$ cat config.mk
export PLATFORM = sky130hd
export DESIGN_NAME = m10_stopwatch_ctrl
export DESIGN_NICKNAME = d
export VERILOG_FILES = /design/src/rtl/m10_stopwatch_ctrl.sv
export SDC_FILE = /design/constraint.sdc
export NUM_CORES = 1
export LEC_CHECK = 0
export ABC_AREA = 1
export BUFFER_PORTS_ARGS = -buffer_cell sky130_fd_sc_hd__buf_2
export CORE_ASPECT_RATIO = 0.5
export CORE_MARGIN = 10
export CORE_UTILIZATION = 36
export DETAILED_ROUTE_END_ITERATION = 8
export GPL_TIMING_DRIVEN = 0
export PLACE_DENSITY = 0.6
export SETUP_SLACK_MARGIN = 0.1
export SYNTH_ARGS = -nofsm -noshare
export SYNTH_HDL_FRONTEND = slang
export SYNTH_SLANG_ARGS = --single-unit
$ cat constraint.sdc
create_clock -name clk -period 1.4 [get_ports clk]
set_input_delay 0.14 -clock clk [delete_from_list [all_inputs] [get_ports clk]]
set_output_delay 0.14 -clock clk [all_outputs]
set_load 0.05 [all_outputs]
$ cat src/rtl/m10_stopwatch_ctrl.sv
// BCD stopwatch sequencer for a chain of external mod-10 digit counters.
// Generates the count tick, the ripple-free carry enables, a lap-freezable display and a sticky overflow flag.
//
// state | meaning
// CLR   | one-cycle clear of counters, prescaler, overflow and lap freeze
// IDLE  | cleared and waiting for start_stop
// RUN   | prescaler advancing, ticks enable the digit chain
// STOP  | paused, prescaler phase held for resume
module m10_stopwatch_ctrl #(
   parameter int NDIG     = 4,
   parameter int PRESCALE = 10
) (
   input  logic                clk,
   input  logic                reset,
   input  logic                start_stop,
   input  logic                clear,
   input  logic                lap,
   input  logic [4*NDIG-1:0]   digit_q,
   output logic [NDIG-1:0]     cnt_pause,
   output logic                cnt_clr,
   output logic [4*NDIG-1:0]   disp,
   output logic                running,
   output logic                lap_frozen,
   output logic                ovf
);

   localparam int PW = (PRESCALE > 2) ? $clog2(PRESCALE) : 1;
   localparam logic [PW-1:0] PMAX = PW'(PRESCALE - 1);

   localparam logic [1:0] ST_CLR  = 2'd0;
   localparam logic [1:0] ST_IDLE = 2'd1;
   localparam logic [1:0] ST_RUN  = 2'd2;
   localparam logic [1:0] ST_STOP = 2'd3;

   logic [1:0]    state;
   logic [1:0]    state_nxt;
   logic [PW-1:0] pcnt;
   logic [PW-1:0] pcnt_nxt;
   logic          tick;
   logic          lap_toggle;
   logic [NDIG:0] carry;

   assign tick    = (state == ST_RUN) && (pcnt == PMAX);
   assign cnt_clr = (state == ST_CLR);

   // carry[i] means every digit below i reads 9 during a tick; carry[NDIG] is full overflow
   always_comb begin
      carry    = '0;
      carry[0] = tick;
      for (int i = 0; i < NDIG; i++) begin
         carry[i+1] = carry[i] && (digit_q[4*i +: 4] == 4'd9);
      end
   end

   assign cnt_pause = ~carry[NDIG-1:0];

   always_comb begin
      state_nxt = state;
      pcnt_nxt  = pcnt;
      case (state)
         ST_CLR: begin
            state_nxt = ST_IDLE;
            pcnt_nxt  = '0;
         end
         ST_IDLE: begin
            if (clear) begin
               state_nxt = ST_CLR;
            end else if (start_stop) begin
               state_nxt = ST_RUN;
               pcnt_nxt  = '0;
            end
         end
         ST_RUN: begin
            pcnt_nxt = (pcnt == PMAX) ? '0 : pcnt + PW'(1);
            if (clear) begin
               state_nxt = ST_CLR;
            end else if (start_stop) begin
               state_nxt = ST_STOP;
            end
         end
         ST_STOP: begin
            if (clear) begin
               state_nxt = ST_CLR;
            end else if (start_stop) begin
               state_nxt = ST_RUN;
            end
         end
      endcase
   end

   // lap loses to clear and start_stop arriving in the same cycle
   assign lap_toggle = lap && !clear && !start_stop &&
                       ((state == ST_RUN) || (state == ST_STOP));

   always_ff @(posedge clk or negedge reset) begin
      if (!reset) begin
         state      <= ST_CLR;
         pcnt       <= '0;
         running    <= 1'b0;
         ovf        <= 1'b0;
         lap_frozen <= 1'b0;
         disp       <= '0;
      end else begin
         state   <= state_nxt;
         pcnt    <= pcnt_nxt;
         running <= (state_nxt == ST_RUN);
         if (state == ST_CLR) begin
            ovf        <= 1'b0;
            lap_frozen <= 1'b0;
         end else begin
            if (carry[NDIG]) begin
               ovf <= 1'b1;
            end
            if (lap_toggle) begin
               lap_frozen <= ~lap_frozen;
            end
         end
         if (!lap_frozen) begin
            disp <= digit_q;
         end
      end
   end

endmodule

==> results.json, run 1 <==
{
  "die-area_um2": 5834,
  "syn-num-nets": 139,
  "irDropWorstVdd_mv": 0.5155,
  "antenna_found_initial": 0,
  "die_x_um": 98.48,
  "required_ns": 1.26,
  "worst_slack_ns": -0.2312,
  "grt_pass1_vias": 982,
  "finalSetupTns_ns": -0.7796,
  "max-slew-margin-rel_pct": 63.66,
  "grt_use_met1_pct": 9.323,
  "worstSetupStartpointType": "flip-flop",
  "status": "finished with violations",
  "hold_depth": 2,
  "stdcell_area_um2": 1528,
  "clk_latency_ns": 0.27,
  "fin_crit_ns": 1.631,
  "syn_inst": 116,
  "finClkSkew_ns": 0.007397,
  "cts_buffer_depth": 2,
  "crit_fanout": 4,
  "holdWs_ns": 0.08638,
  "ant_nets": 0,
  "grt-busiest-layer": "met2",
  "mostFrequentLayoutCell": "buf_2",
  "cts_tree": "done",
  "crit_path_frequent_cell": "nor2_4",
  "grtUsageTotal_pct": 9.562,
  "crit_path_cell_trace": "inv_1 -> ha_2 -> nand2_2 -> nor2_4 -> nand2_4 -> nor2_4 -> nand3_2 -> buf_6",
  "power_frac_clock_pct": 21.0,
  "cts.clk_slew.worst_paths_ns": 0.08,
  "slowest_delay_ns": 0.38,
  "timing.fmax_mhz": 613.1,
  "io_pins": 45,
  "cp_slowest_cell": "dfrtp_1",
  "viasPerCell": 4.395,
  "met3_usage_pct": 3.492,
  "p_switching_mw": 0.7738,
  "hold_class": "in2reg",
  "grtUsageMet2_pct": 18.76,
  "num_vias": 923,
  "cts_buffers": 3,
  "worst-r2r-cell-count": 9,
  "ff_latch_area_um2": 626.9,
  "post-dp-hpwl_mm": 2.165,
  "placed_cell_area_um2": 1400,
  "syn_area_um2": 1109,
  "p_leak_nw": 0.7729,
  "report.final.setup_viol": 5,
  "gr-total-overflow": 0,
  "root_buffer": "clkbuf_8",
  "drc": 0,
  "drive_gt1_share_pct": 42.35,
  "multi_input_area_um2": 427.9,
  "intPower_mw": 1.211,
  "fin_crit_sh_pct": 116.5,
  "core_um2": 2978,
  "finalMaxSlewViolations": 0,
  "syn_to_final_growth_pct": 37.81,
  "hold_violations": 0,
  "fp-row-count": 14,
  "drtIter0Drc": 35,
  "worst_pin_slew_ns": 0.5451,
  "seqPwrFrac_pct": 44.3,
  "routedWlPerCell_um": 13.15,
  "nNetsFinal": 194,
  "cts_htree_levels": 1,
  "syn_area_per_cell_um2": 9.557,
  "crit_type": "reg2out",
  "drt_wl_total_mm": 2.762,
  "port_buffers": 44,
  "clkSinkCount": 25,
  "maxCapViolCount": 0,
  "place.gp.congestion": 0.7004,
  "die_h_um": 59.24,
  "powerDensity_nw_per_um2": 1299,
  "violations": "negative setup slack",
  "firstDrtPassIters": 4,
  "seq_area_frac_synth_pct": 56.43,
  "end_kind": "output pin",
  "rsz0062_at_grt": "yes",
  "yosysWarnings": 0,
  "power_switching_share_pct": 38.99,
  "synth-seq-cells": 25,
  "diodes": 0,
  "fillers": 294,
  "grt_pass1_wl_mm": 4.519,
  "crit_arrival_ns": 1.49,
  "start_util_pct": 37.23,
  "yosysUniqueCellTypes": 21,
  "grt_max_degree": 26,
  "combPwrFrac_pct": 34.7,
  "final_cell_mix": "buf_2, dfrtp_1, inv_1, nand2_1, o21ai_0"
}
[power by group through the flow]
| stage | clock (mW) | sequential (mW) | combinational (mW) |
|---|---|---|---|
| detailed placement | 0 | 0.902 | 0.649 |
| finish | 0.417 | 0.880 | 0.688 |
| floorplan | 0 | 1.13 | 0.229 |
| CTS | 0.439 | 0.878 | 0.689 |
| global placement | 0 | 0.897 | 0.642 |
| global route | 0.464 | 0.893 | 0.753 |
[critical path, delay by kind of cell, from the launching register on]
kind          cells  cell delay [ns]
simple gates      5             0.44
buf+inv           2             0.23
flops             1             0.38
fa+ha+maj         1             0.17
[layer usage]
metal,up-vias,wire (um)
met4,0,31
met5,-,0
met2,18,1544
met1,430,1048
li1,473,-
met3,2,137
[per-stage QoR]
step	total power, mW	setup slack, ns	util (%)	std cells
detailed placement	1.551	-0.007703	47.02	200
floorplan	1.364	-0.02947	-	116
global route	2.110	-0.3273	51.30	210
CTS	2.006	-0.2425	50.38	208
finish	1.985	-0.2312	51.30	210
global placement	1.539	0.008687	47.02	200
[final timing paths]
| kind | startpoint | to | slack [ns] |
|---|---|---|---|
| max reg2reg | pcnt[1]$_DFFE_PN0P_ | ovf$_DFFE_PN0P_ | -0.01 |
| min in group asynchronous | reset | disp[8]$_DFFE_PN0N_ | 0.38 |
| max in group asynchronous | reset | lap_frozen$_DFFE_PN0P_ | 0.62 |
| max | pcnt[1]$_DFFE_PN0P_ | cnt_pause[3] | -0.23 |
| min reg2reg | disp[14]$_DFFE_PN0N_ | disp[14]$_DFFE_PN0N_ | 0.48 |
| min | clear | state[1]$_DFF_PN0_ | 0.09 |
[Yosys cell counts]
cell | number | area share (%)
dfrtp_1 | 25 | 56
nand2_1 | 18 | 6.1
inv_1 | 17 | 5.8
o21ai_0 | 17 | 7.7
nor2_1 | 8 | 2.7
nand3_1 | 6 | 2.7
mux2_2 | 5 | 5.1
a21oi_1 | 3 | 1.4
buf_2 | 2 | 0.90
ha_1 | 2 | 2.3
nand2_2 | 2 | 1.1
nor2_2 | 2 | 1.1
a21oi_2 | 1 | 0.79
clkbuf_1 | 1 | 0.34
nand3b_1 | 1 | 0.68
nand4_2 | 1 | 1.1
nor2_4 | 1 | 1.0
nor2b_1 | 1 | 0.56
o21a_1 | 1 | 0.68
xnor2_1 | 1 | 0.79
xor2_1 | 1 | 0.79
[layout make-up]
| cell class | instances | share of cell area, % |
|---|---|---|
| multi-input combinational | 71 | 28.01 |
| clock inverter | 1 | 0.3276 |
| buffer | 3 | 0.9009 |
| tap | 40 | 3.276 |
| clock buffer | 3 | 2.703 |
| timing repair buffer | 50 | 19.57 |
| inverter | 17 | 4.177 |
| sequential | 25 | 41.03 |
[state kept, by name, summed over array words and instances (netlist names)]
register    flops
disp           16
lap_frozen      1
running         1
pcnt            4
state           2
ovf             1
[logic make-up after synthesis]
logic type	after synthesis	share of synthesized area, %
mux	5	5.079
buf+inv	20	6.997
compound gates	22	10.50
simple gates	40	17.16
flops	25	56.43
fa+ha+maj	2	2.257
xor+xnor	2	1.580
[timing repair]
action / 4_1_cts / 5_1_grt
pin swaps: 1 / 1
setup endpoints to repair: 10 / 10
hold endpoints to repair: 25 / 0
hold buffers: 1 / 0
setup buffers: 3 / 2
resized for setup: 7 / 5
Power figures use the tool's default switching activity.
==> run 2, diff against run 1 <==
--- a/config.mk
+++ b/config.mk
@@ -6,8 +6,8 @@
 export NUM_CORES = 1
 export LEC_CHECK = 0
 export ABC_AREA = 1
-export BUFFER_PORTS_ARGS = -buffer_cell sky130_fd_sc_hd__buf_2
-export CORE_ASPECT_RATIO = 0.5
+export BUFFER_PORTS_ARGS = -buffer_cell sky130_fd_sc_hd__buf_4
+export CORE_ASPECT_RATIO = 1.25
 export CORE_MARGIN = 10
 export CORE_UTILIZATION = 36
 export DETAILED_ROUTE_END_ITERATION = 8
==> results.json, run 2 (same netlist as run 1, synthesis figures left out) <==
{
  "status": "finished with violations",
  "violations": "negative setup slack",
  "place.gp.congestion": 0.7674,
  "cp_slowest_cell": "dfrtp_1",
  "syn_to_final_growth_pct": 52.37,
  "drt_wl_total_mm": 2.839,
  "total_power_mw": 1.988,
  "crit_fanout": 4,
  "irDropWorstVdd_mv": 0.7973,
  "placed_cell_area_um2": 1505,
  "gr-total-overflow": 0,
  "drtIter0Drc": 33,
  "hold_depth": 2,
  "maxCapViolCount": 0,
  "post-dp-hpwl_mm": 2.186,
  "num_vias": 977,
  "final_cell_mix": "buf_4, dfrtp_1, inv_1, nand2_1, o21ai_0",
  "cts_tree": "done",
  "root_buffer": "clkbuf_4",
  "place_inst": 196,
  "crit_path_cell_trace": "inv_1 -> ha_2 -> nand2_2 -> nor2_4 -> nand2_4 -> nor2_4 -> nand3_2 -> buf_6",
  "wl_met1_mm": 1.282,
  "max-slew-margin-rel_pct": 74.78,
  "grt_max_degree": 26,
  "rsz0062_at_grt": "yes",
  "die-area_um2": 5713,
  "hold_class": "in2reg",
  "clk_latency_ns": 0.32,
  "p_leak_nw": 0.8341,
  "wl_met2_mm": 1.323,
  "mostFrequentLayoutCell": "buf_4",
  "instances_no_fill": 212,
  "worst-r2r-cell-count": 13,
  "topRoutingLayerUsed": "met4",
  "hold_violations": 0,
  "end_kind": "output pin",
  "worst_slack_ns": -0.3317,
  "multi_input_area_um2": 441.7,
  "cts.clk_slew.worst_paths_ns": 0.14,
  "diodes": 0,
  "final_core_util_pct": 57.35,
  "crit_type": "reg2out",
  "cts_buffer_depth": 2,
  "worstSetupStartpointType": "flip-flop",
  "clkSinkCount": 25,
  "grtUsageTotal_pct": 9.775,
  "nNetsFinal": 200,
  "crit_path_frequent_cell": "nor2_4",
  "worst_pin_slew_ns": 0.3744,
  "fin_crit_ns": 1.732,
  "viasPerCell": 4.608,
  "grt_pass1_wl_mm": 4.726,
  "io_pins": 45,
  "stdcell_area_um2": 1689,
  "dp_slack_ns": -0.03003,
  "grt_pass1_vias": 1035,
  "die_h_um": 82.04,
  "finClkSkew_ns": 0.004574,
  "wl_met3_um": 225,
  "largest_register_ffs": 16,
  "start_util_pct": 37.64,
  "powerDensity_nw_per_um2": 1177,
  "routedWlPerCell_um": 13.39,
  "fp-row-count": 22,
  "core_um2": 2945,
  "fin_crit_sh_pct": 123.7,
  "cts_buffers": 3,
  "ant_nets": 0,
  "port_buffers": 44,
  "cts_htree_levels": 1,
  "rrSetupSlack_ns": -0.29,
  "slowest_delay_ns": 0.41,
  "fillers": 269,
  "required_ns": 1.26,
  "largestRegisters": "disp (16), pcnt (4), state (2)",
  "firstDrtPassIters": 4,
  "antenna_found_initial": 0,
  "drc": 0,
  "ff_latch_area_um2": 628.1,
  "report.final.setup_viol": 9,
  "die_x_um": 69.64,
  "timing.fmax_mhz": 577.5,
  "drive_gt1_share_pct": 44.32,
  "finalMaxSlewViolations": 0,
  "crit_arrival_ns": 1.59,
  "regMostFlops": "disp"
}
run 2: final timing paths:
path | endpoint | startpoint
max | cnt_pause[3] | pcnt[1]$_DFFE_PN0P_
min | disp[4]$_DFFE_PN0N_ | digit_q[4]
max reg2reg | ovf$_DFFE_PN0P_ | pcnt[1]$_DFFE_PN0P_
min reg2reg | disp[10]$_DFFE_PN0N_ | disp[10]$_DFFE_PN0N_
max in group asynchronous | state[0]$_DFF_PN0_ | reset
min in group asynchronous | disp[4]$_DFFE_PN0N_ | reset
run 2: metrics by stage:
step / TNS, ns / hold WS [ns]
after floorplan: -0.03504 / -0.1556
after global placement: 0 / 0.05940
after detailed placement: -0.03003 / 0.06502
after CTS: -1.439 / 0.04297
after global routing: -2.388 / 0.04511
final: -1.485 / 0.05332
run 2: worst max-delay path, delay by kind of cell (launching register included):
family / cells / cell delay (ns)
adders and majority gates: 1 / 0.17
buffers and inverters: 2 / 0.25
DFF: 1 / 0.41
and+or+nand+nor: 5 / 0.45
run 2: repair_timing:
item                                    4_1_cts  5_1_grt
resized for setup                            10        5
pin swaps                                     2        2
endpoints found under the setup margin        9       10
setup buffers                                 7        4
endpoints found under the hold margin        26        0
hold buffers                                  2        0
run 2: final cells by class:
type	instances	share of cell area, %
Tap cell	36	2.667
Clock inverter	1	0.4444
Buffer	3	0.8148
Clock buffer	3	1.333
Timing Repair Buffer	56	27.63
Inverter	17	3.778
Sequential cell	25	37.19
Multi-Input combinational cell	71	26.15
run 2: metal layers:
layer	up-vias	global-route usage, %
li1	490	-
met1	454	12.24
met2	31	15.84
met3	2	3.498
met4	0	2.372
met5	-	0
run 2: power breakdown:
group / switching [mW] / internal, mW / total [mW]
clock: 0.221 / 0.109 / 0.330
sequential: 0.0708 / 0.822 / 0.892
combinational: 0.503 / 0.262 / 0.765
==> run 3, diff against run 2 <==
--- a/config.mk
+++ b/config.mk
@@ -6,12 +6,13 @@
 export NUM_CORES = 1
 export LEC_CHECK = 0
 export ABC_AREA = 1
-export BUFFER_PORTS_ARGS = -buffer_cell sky130_fd_sc_hd__buf_4
+export BUFFER_PORTS_ARGS = -buffer_cell sky130_fd_sc_hd__buf_2
 export CORE_ASPECT_RATIO = 1.25
 export CORE_MARGIN = 10
 export CORE_UTILIZATION = 36
 export DETAILED_ROUTE_END_ITERATION = 8
 export GPL_TIMING_DRIVEN = 0
+export MAX_ROUTING_LAYER = met4
 export PLACE_DENSITY = 0.6
 export SETUP_SLACK_MARGIN = 0.1
 export SYNTH_ARGS = -nofsm -noshare
==> results.json, run 3 (same netlist as run 1, synthesis figures left out) <==
{
  "grt_pass1_wl_mm": 4.692,
  "place.gp.congestion": 0.8165,
  "num_vias": 952,
  "fillers": 294,
  "firstDrtPassIters": 4,
  "multi_input_area_um2": 432.9,
  "drive_gt1_share_pct": 41.18,
  "cp_slowest_cell": "dfrtp_1",
  "drt_wl_total_mm": 2.735,
  "cts_buffers": 3,
  "ff_latch_area_um2": 626.9,
  "nNetsFinal": 194,
  "grt_max_degree": 26,
  "instances_no_fill": 206,
  "p_leak_nw": 0.7647,
  "grtUsageMet2_pct": 16.48,
  "intPower_mw": 1.140,
  "finClkSkew_ns": 0.003520,
  "regMostFlops": "disp",
  "irDropWorstVdd_mv": 1.026,
  "post-dp-hpwl_mm": 2.167,
  "stdcell_area_um2": 1518,
  "p_switching_mw": 0.7676,
  "placed_cell_area_um2": 1395,
  "max-slew-margin-rel_pct": 62.98,
  "largestRegisters": "disp (16), pcnt (4), state (2)",
  "maxCapViolCount": 0,
  "hold_violations": 0,
  "final_cell_mix": "buf_2, dfrtp_1, inv_1, nand2_1, o21ai_0",
  "final_core_util_pct": 51.53,
  "cts_htree_levels": 1,
  "viasPerCell": 4.621,
  "largest_register_ffs": 16,
  "antenna_found_initial": 0,
  "fp-row-count": 22,
  "hold_start": "digit_q[8]",
  "r2r_end": "ovf$_DFFE_PN0P_",
  "core_um2": 2945,
  "met3_usage_pct": 3.498,
  "worst_slack_ns": -0.2977,
  "io_pins": 45,
  "clk_latency_ns": 0.31,
  "start_util_pct": 37.64,
  "port_buffers": 44,
  "report.final.setup_viol": 4,
  "drtIter0Drc": 51,
  "syn_to_final_growth_pct": 36.91,
  "required_ns": 1.26,
  "mostFrequentLayoutCell": "buf_2",
  "combPwrFrac_pct": 37.2,
  "r2r-start": "pcnt[1]$_DFFE_PN0P_",
  "crit_arrival_ns": 1.56,
  "clkSinkCount": 25,
  "finalSetupTns_ns": -1.008,
  "powerDensity_nw_per_um2": 1257,
  "routedWlPerCell_um": 13.28,
  "place_inst": 196,
  "fin_crit_ns": 1.698,
  "status": "finished with violations",
  "die_x_um": 69.64,
  "power_frac_clock_pct": 16.4,
  "cts_buffer_depth": 2,
  "root_buffer": "clkbuf_4",
  "crit_path_frequent_cell": "nor2_4",
  "cts_tree": "done",
  "crit_type": "reg2out",
  "drc": 0,
  "seqPwrFrac_pct": 46.3,
  "die_h_um": 82.04,
  "worstSetupStartpointType": "flip-flop",
  "timing.fmax_mhz": 589.0,
  "min_to": "disp[8]$_DFFE_PN0N_",
  "grt_pass1_vias": 1024,
  "worst_pin_slew_ns": 0.5553,
  "rrSetupSlack_ns": 0.01,
  "finalMaxSlewViolations": 0,
  "diodes": 0,
  "hold_depth": 2,
  "worst-r2r-cell-count": 9,
  "grt_use_met1_pct": 11.58,
  "rsz0062_at_grt": "yes",
  "slowest_delay_ns": 0.40,
  "grt-busiest-layer": "met2",
  "gr-total-overflow": 0,
  "violations": "negative setup slack",
  "power_switching_share_pct": 40.23,
  "hold_class": "in2reg",
  "crit_fanout": 4,
  "ant_nets": 0,
  "fin_crit_sh_pct": 121.3,
  "cts.clk_slew.worst_paths_ns": 0.13,
  "grtUsageTotal_pct": 10.09,
  "crit_path_cell_trace": "inv_1 -> ha_2 -> nand2_2 -> nor2_4 -> nand2_4 -> nor2_4 -> nand3_2 -> buf_6",
  "die-area_um2": 5713,
  "end_kind": "output pin"
}
-- run 3: cell count changes in the layout (fill, tap and decap cells not counted), sizes merged --
cell      previous run  this run
clkinvlp             1         0
buf                 56        50
clkbuf               4         5
-- run 3: through the flow --
step,power (mW),setup WS [ns],hold slack [ns]
global route,2.030,-0.4257,0.05281
CTS,1.915,-0.3088,0.05525
finish,1.908,-0.2977,0.06760
floorplan,1.364,-0.02947,-0.1556
detailed placement,1.551,-0.02322,0.1654
global placement,1.534,-0.001634,0.1556
-- run 3: layout make-up --
| class | count | share of cell area, % |
|---|---|---|
| Buffer | 3 | 0.9068 |
| Clock buffer | 4 | 1.731 |
| Inverter | 17 | 4.204 |
| Multi-Input combinational cell | 71 | 28.52 |
| Sequential cell | 25 | 41.30 |
| Tap cell | 36 | 2.968 |
| Timing Repair Buffer | 50 | 20.36 |
-- run 3: worst max path at each step --
stage	end	slack, ns	start
finish	cnt_pause[3]	-0.30	pcnt[1]$_DFFE_PN0P_
global route	cnt_pause[3]	-0.43	pcnt[1]$_DFFE_PN0P_
CTS	cnt_pause[3]	-0.31	pcnt[1]$_DFFE_PN0P_
detailed placement	cnt_pause[3]	-0.02	pcnt[1]$_DFFE_PN0P_
global placement	cnt_pause[3]	-0.002	pcnt[1]$_DFFE_PN0P_
floorplan	cnt_pause[3]	-0.03	pcnt[1]$_DFFE_PN0P_
-- run 3: power by group through the flow --
stage	logic, mW	registers, mW	clock network, mW
6_report	0.710	0.884	0.314
5_1_grt	0.776	0.899	0.356
4_1_cts	0.702	0.879	0.335
3_5_place_dp	0.649	0.902	0
3_3_place_gp	0.639	0.895	0
2_1_floorplan	0.229	1.13	0
-- run 3: layer usage --
| metal | wire [um] | part of all wire (%) | vias to the layer above |
|---|---|---|---|
| met5 | 0 | 0 | - |
| met4 | 8 | 0.29 | 0 |
| met3 | 244 | 8.9 | 2 |
| met2 | 1303 | 48 | 34 |
| met1 | 1178 | 43 | 441 |
| li1 | - | - | 475 |
-- run 3: repair_timing --
action	4_1_cts	5_1_grt
hold endpoints to repair	26	0
gates resized for setup	8	7
buffers inserted	2	2
endpoints found under the setup margin	6	10
hold buffers	2	0
-- run 3: critical path: cells and delay by family, from the launching register on --
family,cells,cell delay (ns)
adders and majority gates,1,0.17
buffers and inverters,2,0.23
DFF,1,0.40
and+or+nand+nor,5,0.45
